[config.mk]
export PLATFORM = sky130hd
export DESIGN_NAME = param_bank_decoder_flat
export DESIGN_NICKNAME = d
export VERILOG_FILES = /design/src/rtl/param_bank_pkg.sv /design/src/rtl/param_bank_decoder_if.sv /design/src/rtl/param_bank_regs.sv /design/src/rtl/param_bank_decoder.sv /design/src/flat_wrapper.sv
export SDC_FILE = /design/constraint.sdc
export NUM_CORES = 1
export LEC_CHECK = 0
export ABC_AREA = 1
export BUFFER_PORTS_ARGS = -buffer_cell sky130_fd_sc_hd__buf_4
export CAP_MARGIN = 20
export CORE_MARGIN = 4
export CORE_UTILIZATION = 30
export CTS_CLUSTER_DIAMETER = 120
export DETAILED_ROUTE_END_ITERATION = 16
export PLACE_DENSITY = 0.48
export SLEW_MARGIN = 20
export SYNTH_ARGS = -nofsm -noshare
export SYNTH_HDL_FRONTEND = slang
export SYNTH_SLANG_ARGS = --single-unit
[constraint.sdc]
create_clock -name clk -period 3.8 [get_ports clk]
set_input_delay 0.19 -clock clk [delete_from_list [all_inputs] [get_ports clk]]
set_output_delay 0.19 -clock clk [all_outputs]
set_load 0.02 [all_outputs]
[src/rtl/param_bank_pkg.sv]
// Shared constants for the parameter-bank command decoder: opcodes, header
// field positions, FSM and response encodings.
package param_bank_pkg;

  localparam logic [7:0] OP_WRITE   = 8'h01;
  localparam logic [7:0] OP_COMMIT  = 8'h02;
  localparam logic [7:0] OP_DISCARD = 8'h03;

  localparam int OP_MSB   = 31;
  localparam int OP_LSB   = 24;
  localparam int ADDR_MSB = 23;
  localparam int ADDR_LSB = 16;

  typedef enum logic [1:0] {
    ST_IDLE,
    ST_WAIT_DATA,
    ST_COMMIT
  } state_t;

  typedef enum logic [1:0] {
    RSP_NONE,
    RSP_ACK,
    RSP_NAK,
    RSP_ERR
  } rsp_t;

endpackage

[src/rtl/param_bank_decoder_if.sv]
// Command word stream from the port decoder and the single-pulse
// ack/nak/err reply that serialises it.
interface param_bank_decoder_if #(
  parameter int DATA_WIDTH = 32
);
  logic [DATA_WIDTH-1:0] received_data;
  logic                  received_valid;
  logic                  ack;
  logic                  nak;
  logic                  err;

  modport master (output received_data, received_valid, input ack, nak, err);
  modport slave  (input received_data, received_valid, output ack, nak, err);
endinterface

[src/rtl/param_bank_regs.sv]
// Shadow/active parameter storage with dirty and written tracking; commit
// moves every dirty shadow into its active register in one edge.
module param_bank_regs #(
  parameter int                    NUM_PARAMS  = 8,
  parameter int                    PARAM_WIDTH = 27,
  parameter int                    ADDR_W      = 3,
  parameter logic [NUM_PARAMS-1:0] LOCK_MASK   = '0
) (
  input  logic                              clk,
  input  logic                              reset_n,
  input  logic                              wipe,
  input  logic                              wr_en,
  input  logic [ADDR_W-1:0]                 wr_addr,
  input  logic [PARAM_WIDTH-1:0]            wr_data,
  input  logic                              discard,
  input  logic                              commit,
  input  logic                              dac_stopped,
  output logic                              commit_blocked,
  output logic [NUM_PARAMS*PARAM_WIDTH-1:0] param_values,
  output logic [NUM_PARAMS-1:0]             param_update,
  output logic                              all_written
);

  logic [NUM_PARAMS-1:0][PARAM_WIDTH-1:0] shadow;
  logic [NUM_PARAMS-1:0][PARAM_WIDTH-1:0] active;
  logic [NUM_PARAMS-1:0]                  dirty;
  logic [NUM_PARAMS-1:0]                  written;

  assign commit_blocked = (|(dirty & LOCK_MASK)) && !dac_stopped;

  always_ff @(posedge clk or negedge reset_n) begin
    if (!reset_n) begin
      shadow       <= '0;
      dirty        <= '0;
      written      <= '0;
      param_update <= '0;
    end else if (wipe) begin
      shadow       <= '0;
      dirty        <= '0;
      written      <= '0;
      param_update <= '0;
    end else begin
      param_update <= '0;
      if (wr_en) begin
        shadow[wr_addr] <= wr_data;
        dirty[wr_addr]  <= 1'b1;
      end
      if (discard) dirty <= '0;
      if (commit) begin
        param_update <= dirty;
        written      <= written | dirty;
        dirty        <= '0;
      end
    end
  end

  // Per-parameter active register; only dirty entries move on commit.
  for (genvar i = 0; i < NUM_PARAMS; i++) begin : g_param
    always_ff @(posedge clk or negedge reset_n) begin
      if (!reset_n)                active[i] <= '0;
      else if (wipe)               active[i] <= '0;
      else if (commit && dirty[i]) active[i] <= shadow[i];
    end
  end

  assign param_values = active;
  assign all_written  = &written;

endmodule

[src/rtl/param_bank_decoder.sv]
// Command FSM for the parameter bank: header decode, write-data timeout and
// sign-extension check, commit arbitration against the DAC lock.
module param_bank_decoder
  import param_bank_pkg::*;
#(
  parameter int                    NUM_PARAMS     = 8,
  parameter int                    PARAM_WIDTH    = 27,
  parameter int                    DATA_WIDTH     = 32,
  parameter logic [NUM_PARAMS-1:0] LOCK_MASK      = {NUM_PARAMS{1'b0}},
  parameter int                    TIMEOUT_CYCLES = 1250
) (
  input  logic                              clk,
  input  logic                              reset_n,
  param_bank_decoder_if.slave               cmd,
  input  logic                              wipe_settings,
  input  logic                              DAC_stopped,
  output logic [NUM_PARAMS*PARAM_WIDTH-1:0] param_values,
  output logic [NUM_PARAMS-1:0]             param_update,
  output logic                              all_written,
  output logic                              busy
);

  localparam int AW = (NUM_PARAMS > 1) ? $clog2(NUM_PARAMS) : 1;
  localparam int CW = $clog2(TIMEOUT_CYCLES + 1);

  state_t          state_q, state_d;
  rsp_t            rsp_q, rsp_d;
  logic [AW-1:0]   addr_q;
  logic [CW-1:0]   cnt_q;
  logic            load_cnt, dec_cnt;
  logic            wr_en, discard, commit, commit_blocked;
  logic            ext_ok, addr_ok;
  logic [7:0]      opcode;

  assign opcode  = cmd.received_data[OP_MSB:OP_LSB];
  assign addr_ok = {1'b0, cmd.received_data[ADDR_MSB:ADDR_LSB]} < 9'(NUM_PARAMS);

  // Data word is legal only if the bits above the parameter are a pure sign extension.
  if (DATA_WIDTH > PARAM_WIDTH) begin : g_ext
    assign ext_ok = cmd.received_data[DATA_WIDTH-1:PARAM_WIDTH] ==
                    {(DATA_WIDTH-PARAM_WIDTH){cmd.received_data[PARAM_WIDTH-1]}};
  end else begin : g_noext
    assign ext_ok = 1'b1;
  end

  always_comb begin
    state_d  = state_q;
    rsp_d    = RSP_NONE;
    load_cnt = 1'b0;
    dec_cnt  = 1'b0;
    wr_en    = 1'b0;
    discard  = 1'b0;
    commit   = 1'b0;
    case (state_q)
      ST_IDLE: if (cmd.received_valid) begin
        case (opcode)
          OP_WRITE: if (addr_ok) begin
            state_d  = ST_WAIT_DATA;
            load_cnt = 1'b1;
          end else begin
            rsp_d = RSP_ERR;
          end
          OP_COMMIT:  state_d = ST_COMMIT;
          OP_DISCARD: begin
            discard = 1'b1;
            rsp_d   = RSP_ACK;
          end
          default:    rsp_d = RSP_ERR;
        endcase
      end
      ST_WAIT_DATA: begin
        if (cmd.received_valid) begin
          state_d = ST_IDLE;
          if (ext_ok) begin
            wr_en = 1'b1;
            rsp_d = RSP_ACK;
          end else begin
            rsp_d = RSP_ERR;
          end
        end else if (cnt_q <= CW'(1)) begin
          state_d = ST_IDLE;
          rsp_d   = RSP_ERR;
        end else begin
          dec_cnt = 1'b1;
        end
      end
      ST_COMMIT: begin
        state_d = ST_IDLE;
        if (commit_blocked) begin
          rsp_d = RSP_NAK;
        end else begin
          commit = 1'b1;
          rsp_d  = RSP_ACK;
        end
      end
      default: state_d = ST_IDLE;
    endcase
    // Wipe abandons whatever is in flight, silently.
    if (wipe_settings) begin
      state_d  = ST_IDLE;
      rsp_d    = RSP_NONE;
      load_cnt = 1'b0;
      dec_cnt  = 1'b0;
      wr_en    = 1'b0;
      discard  = 1'b0;
      commit   = 1'b0;
    end
  end

  always_ff @(posedge clk or negedge reset_n) begin
    if (!reset_n) begin
      state_q <= ST_IDLE;
      rsp_q   <= RSP_NONE;
      addr_q  <= '0;
      cnt_q   <= '0;
    end else begin
      state_q <= state_d;
      rsp_q   <= rsp_d;
      if (load_cnt) begin
        addr_q <= cmd.received_data[ADDR_LSB +: AW];
        cnt_q  <= CW'(TIMEOUT_CYCLES);
      end else if (dec_cnt) begin
        cnt_q <= cnt_q - CW'(1);
      end
    end
  end

  assign cmd.ack = (rsp_q == RSP_ACK);
  assign cmd.nak = (rsp_q == RSP_NAK);
  assign cmd.err = (rsp_q == RSP_ERR);
  assign busy    = (state_q != ST_IDLE);

  param_bank_regs #(
    .NUM_PARAMS  (NUM_PARAMS),
    .PARAM_WIDTH (PARAM_WIDTH),
    .ADDR_W      (AW),
    .LOCK_MASK   (LOCK_MASK)
  ) u_regs (
    .clk            (clk),
    .reset_n        (reset_n),
    .wipe           (wipe_settings),
    .wr_en          (wr_en),
    .wr_addr        (addr_q),
    .wr_data        (cmd.received_data[PARAM_WIDTH-1:0]),
    .discard        (discard),
    .commit         (commit),
    .dac_stopped    (DAC_stopped),
    .commit_blocked (commit_blocked),
    .param_values   (param_values),
    .param_update   (param_update),
    .all_written    (all_written)
  );

endmodule

[src/flat_wrapper.sv]
// flat-port wrapper written by rule: the top's interface ports become plain ports
module param_bank_decoder_flat import param_bank_pkg::*;
#(
  parameter int                    NUM_PARAMS     = 8,
  parameter int                    PARAM_WIDTH    = 27,
  parameter int                    DATA_WIDTH     = 32,
  parameter logic [NUM_PARAMS-1:0] LOCK_MASK      = {NUM_PARAMS{1'b0}},
  parameter int                    TIMEOUT_CYCLES = 1250
)
  (clk, reset_n, wipe_settings, DAC_stopped, param_values, param_update, all_written, busy, cmd_received_data, cmd_received_valid, cmd_ack, cmd_nak, cmd_err);
  param_bank_decoder_if #(.DATA_WIDTH(DATA_WIDTH)) cmd_i ();
  input  logic clk;
  input  logic reset_n;
  input  logic wipe_settings;
  input  logic DAC_stopped;
  output logic [NUM_PARAMS*PARAM_WIDTH-1:0] param_values;
  output logic [NUM_PARAMS-1:0] param_update;
  output logic all_written;
  output logic busy;
  input wire logic [$bits(cmd_i.received_data)-1:0] cmd_received_data;
  input wire logic [$bits(cmd_i.received_valid)-1:0] cmd_received_valid;
  output wire logic [$bits(cmd_i.ack)-1:0] cmd_ack;
  output wire logic [$bits(cmd_i.nak)-1:0] cmd_nak;
  output wire logic [$bits(cmd_i.err)-1:0] cmd_err;
  assign cmd_i.received_data = cmd_received_data;
  assign cmd_i.received_valid = cmd_received_valid;
  assign cmd_ack = cmd_i.ack;
  assign cmd_nak = cmd_i.nak;
  assign cmd_err = cmd_i.err;
  param_bank_decoder #(.NUM_PARAMS(NUM_PARAMS), .PARAM_WIDTH(PARAM_WIDTH), .DATA_WIDTH(DATA_WIDTH), .LOCK_MASK(LOCK_MASK), .TIMEOUT_CYCLES(TIMEOUT_CYCLES)) u_core (.clk(clk), .reset_n(reset_n), .cmd(cmd_i), .wipe_settings(wipe_settings), .DAC_stopped(DAC_stopped), .param_values(param_values), .param_update(param_update), .all_written(all_written), .busy(busy));
endmodule
==> metrics <==
Worst Setup Start Kind flop; vias 16.3k; switching power 2.47 mW; Fmax achieved 0.395 GHz; largest net degree at the start of global routing 232; global-route wire length before repair 101 mm; FF/Latch Area 0.0119 mm²; DR vias/cell 4.78; fraction of registers with async set/reset 1.00; fin util 0.378; number of global-route vias before repair 15.7k; Max clock buf depth 3; Mean Syn Cell Area 8.73 µm²; share of the clock period used by the worst path 0.666; final non-filler cell area 0.0244 mm²; Design Power 10.9 mW; row count 93; num ports 266; clock-pin transition on the worst setup and hold timing paths 0.06 ns; routability-driven placement congestion ratio 0.770; HPWL Detailed 40.3 mm; peak supply drop 333 µV; synth top area cells dfrtp_1, nand2_1, nand3_1, inv_1, buf_6; initial antenna violation count 7; grt total ovfl 0; CTS Buf Count 53; Slew @ Worst Pin 1.43 ns; core area 0.0647 mm²; post-synth cell types 28; leak pwr 13.9 nW; post-synthesis cell area 0.0197 mm²; Required @ worst endpoint 4.27 ns; Worst slew margin 0.0497; Synth Instances 2255; outcome finished, final reports clean; Power per Cell Area 446 mW/mm²; CP max FO 22; P_int 8.43 mW; CP peak stage delay 0.46 ns; critical path class reg2reg; cell taking the most area after synthesis dfrtp_1; Mapped Nets 2295; combinational power share 0.041; Routed WL 67.6 mm; DRT antenna net count 0; MaxCap Viol Count 0; CP arrival 3.00 ns; Worst-Skew Late Latency 0.59 ns; CTS-repair resized insts 0; nets 2545; post-synthesis sequential area ratio 0.602; RSZ-0062 raised after global routing false; Hold Fails Final Rpt 0; # DRC 0; Port Buffer Count 264; Critical Path Sink Type flop; H-tree Lvls 2; Synth warnings 0; Final Max Tran Viols 0; layout cells sized above 1 0.171; Finish-stage setup viols 0; Initial DRC Count 1407; CP most frequent cell buf_4; sw frac 0.226; initial core utilization 0.304; CTS tree built; Final min period 2.53 ns; Crit-path slowest cell clkinv_1; Most used DFF post-synth dfrtp_1; P&R area growth vs syn 24.0%; placed cell area 0.0225 mm²; top-area cell type share of the netlist area 0.602; die width 264 µm; EDFF count, synth 0; Seq pwr share 0.464; Antenna Cells 0; Clock Skews 0.0170 ns; root buffer cell clkbuf_16; die area 0.0698 mm²; worst path cell trace nor2_1, nand2_1, buf_4, nor2_1, buf_4, clkinv_1, buf_4, nand3_1, o21ai_0; Clk pwr share 0.495; number of synthesized register bits 474; DR pass1 iterations 5; GRT Util Overall 0.189; clock sinks 474; area of the multi-input gates 0.00674 mm²; Die Span Y 264 µm; layout filler cell count 6716; HP Class in2reg; Setup TNS 0 ns; wire per inst 19.9 µm
## critical path: cells and delay by family (launching register included)
kind	cells	cell delay, ns
flip-flops	1	0.41
AO/OA/AOI/OAI	1	0.09
AND/OR/NAND/NOR	4	0.54
buffers and inverters	4	1.34
## cell type report
cell class / instances / share of cell area
Sequential cell: 474 / 0.486
Multi-Input combinational cell: 1553 / 0.276
Timing Repair Buffer: 327 / 0.106
Clock buffer: 81 / 0.0640
Tap cell: 855 / 0.0438
Inverter: 96 / 0.0151
Clock inverter: 13 / 0.00999
## cells by family after synthesis
kind of cell | count (synthesis) | share of synthesized area
adders and majority gates | 3 | 0.00191
DFF | 474 | 0.602
xor gates and xnor gates | 5 | 0.00222
and+or+nand+nor | 1513 | 0.327
buffers and inverters | 228 | 0.0576
AOI/OAI and AO/OA | 32 | 0.00870
## power by group through the flow
stage                     sequential (mW)  combinational [mW]  clock [mW]
after floorplan                      5.15               0.134           0
after global placement               5.15               0.444           0
after detailed placement             5.15               0.450           0
after global routing                 5.05               0.493        5.74
after CTS                            5.06               0.459        5.55
final                                5.06               0.450        5.39
## layout by cell type (no fill, tap or decap), types with 3 or more instances in the layout
cell / count
nand4_1: 21
nor2_1: 51
xor2_1: 5
dfrtp_1: 474
nand3b_1: 5
inv_1: 87
bufinv_16: 7
nor2_2: 19
buf_4: 305
clkbuf_16: 55
a21oi_1: 3
nand3_2: 7
nor2_4: 3
nand3_1: 446
dlygate4sd3_1: 14
inv_2: 7
nand2_1: 954
clkinv_2: 5
ha_1: 3
clkbuf_1: 17
clkbuf_8: 9
o21ai_0: 26
buf_12: 6
## metal layers
metal	track usage	share of wire	vias up	wire length [µm]
met5	0	0	-	0
met4	0.0525	0.028	0	1880
met3	0.0355	0.060	90	4090
met2	0.292	0.45	491	30700
met1	0.272	0.46	7980	31000
li1	-	-	7700	-
## metrics by stage
stage / instances / hold slack, ns / setup slack, ns
6_report: 3399 / 0.0447 / 1.27
5_1_grt: 3399 / 0.0291 / 1.05
4_1_cts: 3398 / 0.00216 / 1.26
3_5_place_dp: 3290 / 0.358 / 1.02
3_3_place_gp: 3290 / 0.344 / 1.05
2_1_floorplan: 2255 / -0.106 / 2.23
## flip-flops by register name, summed over array words and instances (netlist names)
signal and cells:
u_core.addr_q 3, u_core.cnt_q 11, u_core.rsp_q 2, u_core.state_q 2, u_core.u_regs.dirty 8, u_core.u_regs.param_update 8, u_core.u_regs.param_values 216, u_core.u_regs.shadow 216
u_core.u_regs.written 8
## path summary, 6_finish.rpt
check / to / depth (start not counted) / slack, ns / from
worst max-delay path: u_core.u_regs.param_values[162] / 9 / 1.27 / u_core.state_q[0]
worst min-delay path: u_core.u_regs.shadow[137] / 5 / 0.04 / cmd_received_data[2]
worst max register to register: u_core.u_regs.param_values[162] / 9 / 1.27 / u_core.state_q[0]
worst min register to register: u_core.u_regs.param_values[1] / 2 / 0.47 / u_core.u_regs.shadow[1]
max in group asynchronous: u_core.u_regs.written[5] / 3 / 2.46 / reset_n
min in group asynchronous: u_core.u_regs.shadow[208] / 2 / 0.31 / reset_n
## cells in the mapped netlist (7+ instances only)
library cell / number
nand2_1: 954
dfrtp_1: 474
nand3_1: 446
inv_1: 87
nor2_1: 64
buf_1: 33
buf_2: 33
clkbuf_1: 30
buf_6: 27
o21ai_0: 26
nand4_1: 21
buf_4: 9
inv_2: 8
nor2_2: 8
nand3_2: 7
## timing repair
item,4_1_cts,5_1_grt
hold buffers,14,0
endpoints found under the hold margin,105,0
setup buffers,0,0
Note: power is estimated with default switching activity, not from simulation.
